File: config.mk
export PLATFORM = sky130hd
export DESIGN_NAME = text_writer
export DESIGN_NICKNAME = d
export VERILOG_FILES = /design/src/rtl/text_writer.sv
export SDC_FILE = /design/constraint.sdc
export NUM_CORES = 1
export LEC_CHECK = 0
export ABC_AREA = 1
export BUFFER_PORTS_ARGS = -buffer_cell sky130_fd_sc_hd__buf_4
export CAP_MARGIN = 0
export CORE_UTILIZATION = 50
export CTS_BUF_LIST = sky130_fd_sc_hd__clkbuf_8
export DETAILED_ROUTE_END_ITERATION = 16
export GPL_ROUTABILITY_DRIVEN = 0
export PLACE_DENSITY_LB_ADDON = 0.2
export SKIP_CTS_REPAIR_TIMING = 1
export SKIP_LAST_GASP = 1
export SYNTH_ARGS = -nofsm -noshare
export SYNTH_HDL_FRONTEND = slang
export SYNTH_SLANG_ARGS = --single-unit
File: constraint.sdc
create_clock -name clk -period 3.8 [get_ports clk]
set_clock_uncertainty 0.15 [all_clocks]
set_input_delay 0.76 -clock clk [delete_from_list [all_inputs] [get_ports clk]]
set_output_delay 0.76 -clock clk [all_outputs]
set_load 0.02 [all_outputs]
File: src/rtl/text_writer.sv
// Character-stream text writer: turns a byte stream into video memory cell writes,
// handling CR/LF/BS/FF and clearing the fresh row (or whole screen) with blanks. Assumes COLS >= 2.
module text_writer #(
  parameter int COLS   = 80,
  parameter int ROWS   = 30,
  parameter int ATTR_W = 16
) (
  input  logic              clk,
  input  logic              reset,
  input  logic              in_valid,
  input  logic [7:0]        in_data,
  input  logic [ATTR_W-1:0] in_attr,
  output logic              in_ready,
  output logic              write,
  output logic [6:0]        xtextwrite,
  output logic [4:0]        ytextwrite,
  output logic [ATTR_W+7:0] value,
  output logic [6:0]        cursor_x,
  output logic [4:0]        cursor_y,
  output logic              busy
);

  typedef enum logic [1:0] {IDLE, CLRROW, CLRALL} state_t;

  localparam logic [6:0] LAST_COL = 7'(COLS - 1);
  localparam logic [4:0] LAST_ROW = 5'(ROWS - 1);

  state_t            state, state_n;
  logic [6:0]        cursor_x_n, sweep_x, sweep_x_n, xtextwrite_n;
  logic [4:0]        cursor_y_n, sweep_y, sweep_y_n, ytextwrite_n, row_inc;
  logic              sweep_last, sweep_last_n, write_n, accept;
  logic [ATTR_W-1:0] sweep_attr, sweep_attr_n;
  logic [ATTR_W+7:0] value_n, blank;

  assign in_ready = (state == IDLE) && !reset;
  assign busy     = !in_ready;
  assign accept   = in_valid && in_ready;
  assign row_inc  = (cursor_y == LAST_ROW) ? 5'd0 : cursor_y + 5'd1;
  assign blank    = {sweep_attr, 8'h20};

  always_ff @(posedge clk or posedge reset) begin
    if (reset) begin
      state      <= IDLE;
      cursor_x   <= '0;
      cursor_y   <= '0;
      sweep_x    <= '0;
      sweep_y    <= '0;
      sweep_last <= 1'b0;
      sweep_attr <= '0;
      write      <= 1'b0;
      xtextwrite <= '0;
      ytextwrite <= '0;
      value      <= '0;
    end else begin
      state      <= state_n;
      cursor_x   <= cursor_x_n;
      cursor_y   <= cursor_y_n;
      sweep_x    <= sweep_x_n;
      sweep_y    <= sweep_y_n;
      sweep_last <= sweep_last_n;
      sweep_attr <= sweep_attr_n;
      write      <= write_n;
      xtextwrite <= xtextwrite_n;
      ytextwrite <= ytextwrite_n;
      value      <= value_n;
    end
  end

  // sweep_last marks that the final blank has been issued; the state is held one
  // more cycle so in_ready stays low while that last write is visible.
  always_comb begin
    state_n      = state;
    cursor_x_n   = cursor_x;
    cursor_y_n   = cursor_y;
    sweep_x_n    = sweep_x;
    sweep_y_n    = sweep_y;
    sweep_last_n = sweep_last;
    sweep_attr_n = sweep_attr;
    write_n      = 1'b0;
    xtextwrite_n = xtextwrite;
    ytextwrite_n = ytextwrite;
    value_n      = value;
    case (state)
      IDLE: begin
        if (accept) begin
          if (in_data >= 8'h20) begin
            write_n      = 1'b1;
            xtextwrite_n = cursor_x;
            ytextwrite_n = cursor_y;
            value_n      = {in_attr, in_data};
            if (cursor_x == LAST_COL) begin
              cursor_x_n   = '0;
              cursor_y_n   = row_inc;
              sweep_x_n    = '0;
              sweep_last_n = 1'b0;
              sweep_attr_n = in_attr;
              state_n      = CLRROW;
            end else begin
              cursor_x_n = cursor_x + 7'd1;
            end
          end else begin
            case (in_data)
              8'h0A: begin
                // Column 0 of the new row is blanked right away so the sweep
                // takes exactly COLS cycles.
                cursor_x_n   = '0;
                cursor_y_n   = row_inc;
                write_n      = 1'b1;
                xtextwrite_n = '0;
                ytextwrite_n = row_inc;
                value_n      = {in_attr, 8'h20};
                sweep_x_n    = 7'd1;
                sweep_last_n = 1'b0;
                sweep_attr_n = in_attr;
                state_n      = CLRROW;
              end
              8'h0D: cursor_x_n = '0;
              8'h08: begin
                if (cursor_x != 7'd0) cursor_x_n = cursor_x - 7'd1;
              end
              8'h0C: begin
                cursor_x_n   = '0;
                cursor_y_n   = '0;
                write_n      = 1'b1;
                xtextwrite_n = '0;
                ytextwrite_n = '0;
                value_n      = {in_attr, 8'h20};
                sweep_x_n    = 7'd1;
                sweep_y_n    = '0;
                sweep_last_n = 1'b0;
                sweep_attr_n = in_attr;
                state_n      = CLRALL;
              end
              default: ;
            endcase
          end
        end
      end
      CLRROW: begin
        if (sweep_last) begin
          state_n = IDLE;
        end else begin
          write_n      = 1'b1;
          xtextwrite_n = sweep_x;
          ytextwrite_n = cursor_y;
          value_n      = blank;
          if (sweep_x == LAST_COL) sweep_last_n = 1'b1;
          else sweep_x_n = sweep_x + 7'd1;
        end
      end
      CLRALL: begin
        if (sweep_last) begin
          state_n = IDLE;
        end else begin
          write_n      = 1'b1;
          xtextwrite_n = sweep_x;
          ytextwrite_n = sweep_y;
          value_n      = blank;
          if (sweep_x == LAST_COL) begin
            sweep_x_n = '0;
            if (sweep_y == LAST_ROW) sweep_last_n = 1'b1;
            else sweep_y_n = sweep_y + 5'd1;
          end else begin
            sweep_x_n = sweep_x + 7'd1;
          end
        end
      end
      default: state_n = IDLE;
    endcase
  end

endmodule

# After elaboration in Yosys (flattened, before gate mapping)

Index checks and enable logic that the tools add are counted.

Add/subtract/negate cells: 5
Multiply operators: 0
Div/mod/pow operators: 0
$lt $le $gt $ge: 1
Equal/unequal tests: 25
Shift operators: 0
Multiplexer cells: 63
Bitwise gates (word level): 0
Reduce and logical (&&, ||, !) cells: 24

Operators by type and width:

| operator              | count |
|---|---|
| $mux W7               | 15 |
| $mux W24              | 4 |
| $mux W5               | 13 |
| $mux W16              | 3 |
| $pmux W24 S2          | 1 |
| $eq A8 B4 Y1 const B  | 4 |
| $pmux W7 S2           | 2 |
| $reduce_and A4 Y1     | 6 |
| $pmux W7 S3           | 1 |
| $pmux W5 S2           | 2 |
| $ne A2 B2 Y1 const B  | 8 |
| $pmux W5 S3           | 1 |
| $add A7 B1 Y7 const B | 2 |
| $eq A7 B7 Y1 const B  | 2 |
| $reduce_and A7 Y1     | 2 |
| $mux W1               | 13 |
| $add A5 B1 Y5 const B | 2 |
| $eq A5 B5 Y1 const B  | 2 |
| $reduce_bool A3 Y1    | 3 |
| $ge A8 B6 Y1 const B  | 1 |
| $mux W2               | 4 |
| $pmux W2 S2           | 2 |
| $reduce_bool A7 Y1    | 1 |
| $sub A7 B1 Y7 const B | 1 |
| 15 further kinds      | 23 |

Register bits: 80
Bits in latches: 0
Bits in writable memories: 0
ROM bits: 0
Bits of input ports: 27
Output and inout bits: 51
Word-level logic and storage cells: 129
Memories kept: 0

# Longest topological paths before layout

Depth after elaboration: 6
Depth in mapped cells: 11
Gate-level depth less buffers: 11

# Least setup slack after synthesis

No wires, ideal clock.

Path kind: input to output
From: input reset
To: output busy
Arrival time: 1135 ps
Required time: 2890 ps
Slack: 1755 ps
Stages on the path: 2
Buffers on the path: 0
Cells stage by stage: nor2_2 -> inv_2

Word-level cells in the longest chain between the ends: 3

Ends and longest elaborated chain:

| what                              | line | source |
|---|---|---|
| start, declared                   | 9    | `input logic reset,` |
| $logic_not A1 Y1 (no source line) | --   |  |
| $logic_and A1 B1 Y1               | 35   | `assign in_ready = (state == IDLE) && !reset;` |
| $logic_not A1 Y1                  | 36   | `assign busy = !in_ready;` |
| end, declared                     | 20   | `output logic busy` |

No other way between the ends.

# Final worst setup path

From: register state[0]
To: output busy

Word-level cells in the longest chain between the ends: 3

Ends and longest elaborated chain:

| what                   | line | source |
|---|---|---|
| start, declared        | 28   | `state_t state, state_n;` |
| start signal, assigned | 55   | `state <= state_n;` |
| $logic_not A2 Y1       | 35   |  |
| $logic_and A1 B1 Y1    | 35   |  |
| $logic_not A1 Y1       | 36   |  |

No other way between the ends.

==> summary.md <==
The critical path is of the reg2out type. The run gives 5320 um^2 as the final standard cell area without fillers. The routed design has 10300 um of wire. Data on the critical path arrives at its endpoint at 1.58 ns.

Across the run, the number of max-cap violations was 0. After global routing the overflow that remains totals 0. The slowest stage of the critical path is the sky130_fd_sc_hd__dfrtp_1 cell.

The Yosys warning count is 0, and the post-synthesis share of cell area spent on xor and xnor gates is 1.56%. After floorplanning, the core was sized to cover 8720 um^2. In the synthesized netlist, the number of instances is 583.

In this run the cell area of the synthesized design comes to 4490 um^2. The number of pins exceeding their max-slew limit in the final report was 0. The die is 96.7 um wide. The setup TNS came out at 0 ns.

The synthesized netlist contains 33 unique library cells. The net count of the finished layout is 691. The via count of the first global-routing pass came out at 3779.

The H-tree depth was 3; the area taken by flip-flops and latches was 2000 um^2. The finished layout holds 766 standard cells, fillers aside. The endpoint identified for the worst register-to-register timing path is value[0]$_DFFE_PP0P_. The first global-routing pass estimated 17500 um of wire. Of the synthesized area, sequential elements account for 44.6%.

For this block, the initial DRC count from the detailed router was 215. Transition time at the pin with the least slew margin: 0.765 ns. The longest clock path from root to sink contains 2 buffers. Global routing used 22.9% of the available tracks across all layers. The layout has 790 filler cells.

The flip-flop cell with the highest count after synthesis was sky130_fd_sc_hd__dfrtp_1. The max-slew headroom at the worst pin is 48.9%, and the power density relative to cell area is 687 nW/um^2. 78 I/O pins were placed. The detail route stage leaves a number of antenna-violating nets equal to 0. The vias after detailed routing came out at 3953.

The standard cell area after detailed placement was 5090 um^2. The run gives 2160 um^2 as the area occupied by multi-input gates. Counting flops with a built-in enable in the synthesized netlist gives 0. Averaged over all synthesized cells, the footprint is 7.70 um^2. In this run the core area contains 34 standard-cell rows.

Counting the buffers created by CTS gives 9. The worst stage delay on the critical path was 0.42 ns; the flip-flop and latch count after synthesis was 80. Buffers placed on the I/O ports in this run total 77. Before CTS, the worst setup slack after placement is 1.16 ns. The height of the die is 96.7 um. The most area-hungry cell type in the Yosys netlist was sky130_fd_sc_hd__dfrtp_1.

The wire-length estimate of the detail-placed layout is 7440 um. Detailed-router iteration count before antenna repair: 4. The tools report the worst hold path endpoint as sweep_attr[7]$_DFFE_PP0P_. Traced cell by cell, the critical path runs through inv_1, ha_1, inv_2, nor2_2, inv_2, buf_4. By area, the combinational part of the netlist is dominated by simple AND/OR/NAND/NOR gates. The initial utilization of the core area, before any placement, comes to 51.4%. At the later pin of the worst-skew pair, clock insertion delay measures 0.35 ns.

The clock transition time at the flip-flop clock pins of the worst setup and hold paths was 0.08 ns; the detailed-route DRC error count was 0. CTS placed an instance of sky130_fd_sc_hd__clkbuf_8 at the clock tree root. In this run the critical register-to-register path is launched from state[0]$_DFFE_PP0P_.

The clock net in this run drives a total of 80 sinks. In this run the worst hold path is classified as reg2reg. After synthesis, the cell types taking the most area are sky130_fd_sc_hd__dfrtp_1 (45%), sky130_fd_sc_hd__nand2_1 (18%), sky130_fd_sc_hd__nand3_1 (5.1%). The final worst-path setup slack came out at 1.31 ns. Setup repair after global routing left no endpoint under its margin. The data required time at the worst endpoint came out at 2.89 ns. The average detailed-routed wire length per instance is 13.5 um, and the minimum setup slack among reg-to-reg paths is 1.41 ns. Entering global routing, the biggest net connects 63 pins. In this run the biggest area consumer among cell types represents 44.6% of the synthesized area. 0 antenna diodes ended up in the layout. The run finished with clean final reports.

The detailed-route vias per instance works out to 5.16. TritonCTS built the clock tree. The run gives 621 as the post-synth net total. The share of flip-flops with an asynchronous set or reset after synthesis was 100%; the maximum clock frequency was 402 MHz. The multiplexer area fraction after synthesis works out to 3.57%.

Along the worst path, the maximum fanout reaches 5. Measured in cells, the most critical reg-to-reg path has a length of 8. For the number of antenna violations at the first check in global routing, the log shows 0. The startpoint identified for the worst hold timing path is sweep_attr[7]$_DFFE_PP0P_.

The share of the clock period used by the worst path was 65.4%. Across the VDD grid, the largest voltage drop is 0.340 mV. Setup violations remaining at the end of the flow were counted as 0.

The worst setup path is captured at an output port. The final hold violation count is 0, and the final critical delay including setup and external delays is 2.49 ns. The synthesized netlist devotes 29.6% of its cell area to simple gates. The most numerous cell type found on the critical path is sky130_fd_sc_hd__inv_2. Number of stages on the worst hold path: 2. Of the total synthesized cell area, the portion taken by full adders, half adders and majority gates is 3.07%. The area growth from synthesis to layout is 18.6%. The floorplan die area is 9360 um^2.

STA classifies the critical path startpoint as a flop. The synthesized netlist devotes 10.3% of its cell area to compound gates. For the placed cell count, the log shows 750. In the final layout, the share of cells above drive strength 1 is 19.8%. The leakage power was 2.72 nW.
[metrics by stage]
stage / util (%) / hold slack, ns / total power [W]
floorplan: - / 0.292 / 0.00243
global placement: 58.4 / 0.303 / 0.00292
detailed placement: 58.4 / 0.313 / 0.00296
CTS: 61.0 / 0.331 / 0.00368
global route: 61.0 / 0.345 / 0.00390
finish: 61.0 / 0.328 / 0.00366
[critical path: cells and delay by family, from the launching register on]
kind,cells,cell delay (ns)
DFF,1,0.42
buffers and inverters,4,0.41
adders and majority gates,1,0.27
and+or+nand+nor,1,0.13
[per-layer routing]
| layer | vias to the layer above | part of all wire (%) | wire length [um] | GRT usage [%] |
|---|---|---|---|---|
| li1 | 2017 | - | - | - |
| met1 | 1839 | 46 | 4740 | 30.5 |
| met2 | 83 | 48 | 4970 | 37.9 |
| met3 | 14 | 4.2 | 431 | 4.91 |
| met4 | 0 | 1.8 | 190 | 6.20 |
| met5 | - | 0 | 0 | 0 |
[registers in the layout, indices dropped and copies added (netlist names)]
register and count:
write 1, cursor_y 5, xtextwrite 7, state 2, sweep_y 5, ytextwrite 5, sweep_x 7, value 24
cursor_x 7, sweep_last 1, sweep_attr 16
[cell usage in the layout, fill, tap and decap left out, drive strengths merged]
master | Yosys | final
nand2 | 214 | 214
buf | 21 | 82
dfrtp | 80 | 80
o21ai | 64 | 64
nand3 | 49 | 49
inv | 48 | 48
nor2 | 39 | 39
mux2i | 16 | 16
ha | 11 | 11
clkbuf | 2 | 10
a21oi | 9 | 9
xor2 | 7 | 7
nand4 | 6 | 6
a22oi | 3 | 3
nor3 | 3 | 3
or2 | 3 | 3
o22ai | 3 | 3
clkinv | 0 | 3
bufinv | 0 | 2
o221ai | 1 | 1
xnor2 | 1 | 1
o31ai | 1 | 1
o21bai | 1 | 1
o211ai | 1 | 1
clkinvlp | 0 | 1
[how the worst max path moves through the flow]
stage | start | endpoint | slack (ns)
after global placement | in_data[7] | cursor_y[0]$_DFFE_PP0P_ | 1.23
after CTS | state[0]$_DFFE_PP0P_ | busy | 1.29
after global routing | state[1]$_DFFE_PP0P_ | busy | 1.21
after detailed placement | in_data[7] | xtextwrite[2]$_DFFE_PP0P_ | 1.16
after floorplan | reset | cursor_x[0]$_DFFE_PP0P_ | 0.84
final | state[0]$_DFFE_PP0P_ | busy | 1.31
[cells in the mapped netlist, drive strengths merged (2+ instances only)]
master  number
nand2      214
dfrtp       80
o21ai       64
nand3       49
inv         48
nor2        39
buf         21
mux2i       16
ha          11
a21oi        9
xor2         7
nand4        6
a22oi        3
nor3         3
o22ai        3
or2          3
clkbuf       2
[where the power goes]
group	total [W]	switching, W	internal, W
logic	0.00166	0.00104	0.000628
registers	0.00128	0.000198	0.00108
clock network	0.000715	0.000324	0.000390
total	0.00366	0.00156	0.00210
[cells by family after synthesis]
family,count (synthesis)
AO/OA/AOI/OAI,83
XOR/XNOR,8
adder cells (fa/ha/maj),11
buffers and inverters,71
flip-flops,80
multiplexers,16
AND/OR/NAND/NOR,314
[final cells by class]
cell class	count	share of cell area (%)
timing repair buffer	82	11.6
clock buffer	10	2.59
multi-input combinational	432	40.6
clock inverter	6	1.69
tap	108	2.54
sequential	80	37.6
inverter	48	3.41
Note: power is estimated with default switching activity, not from simulation.
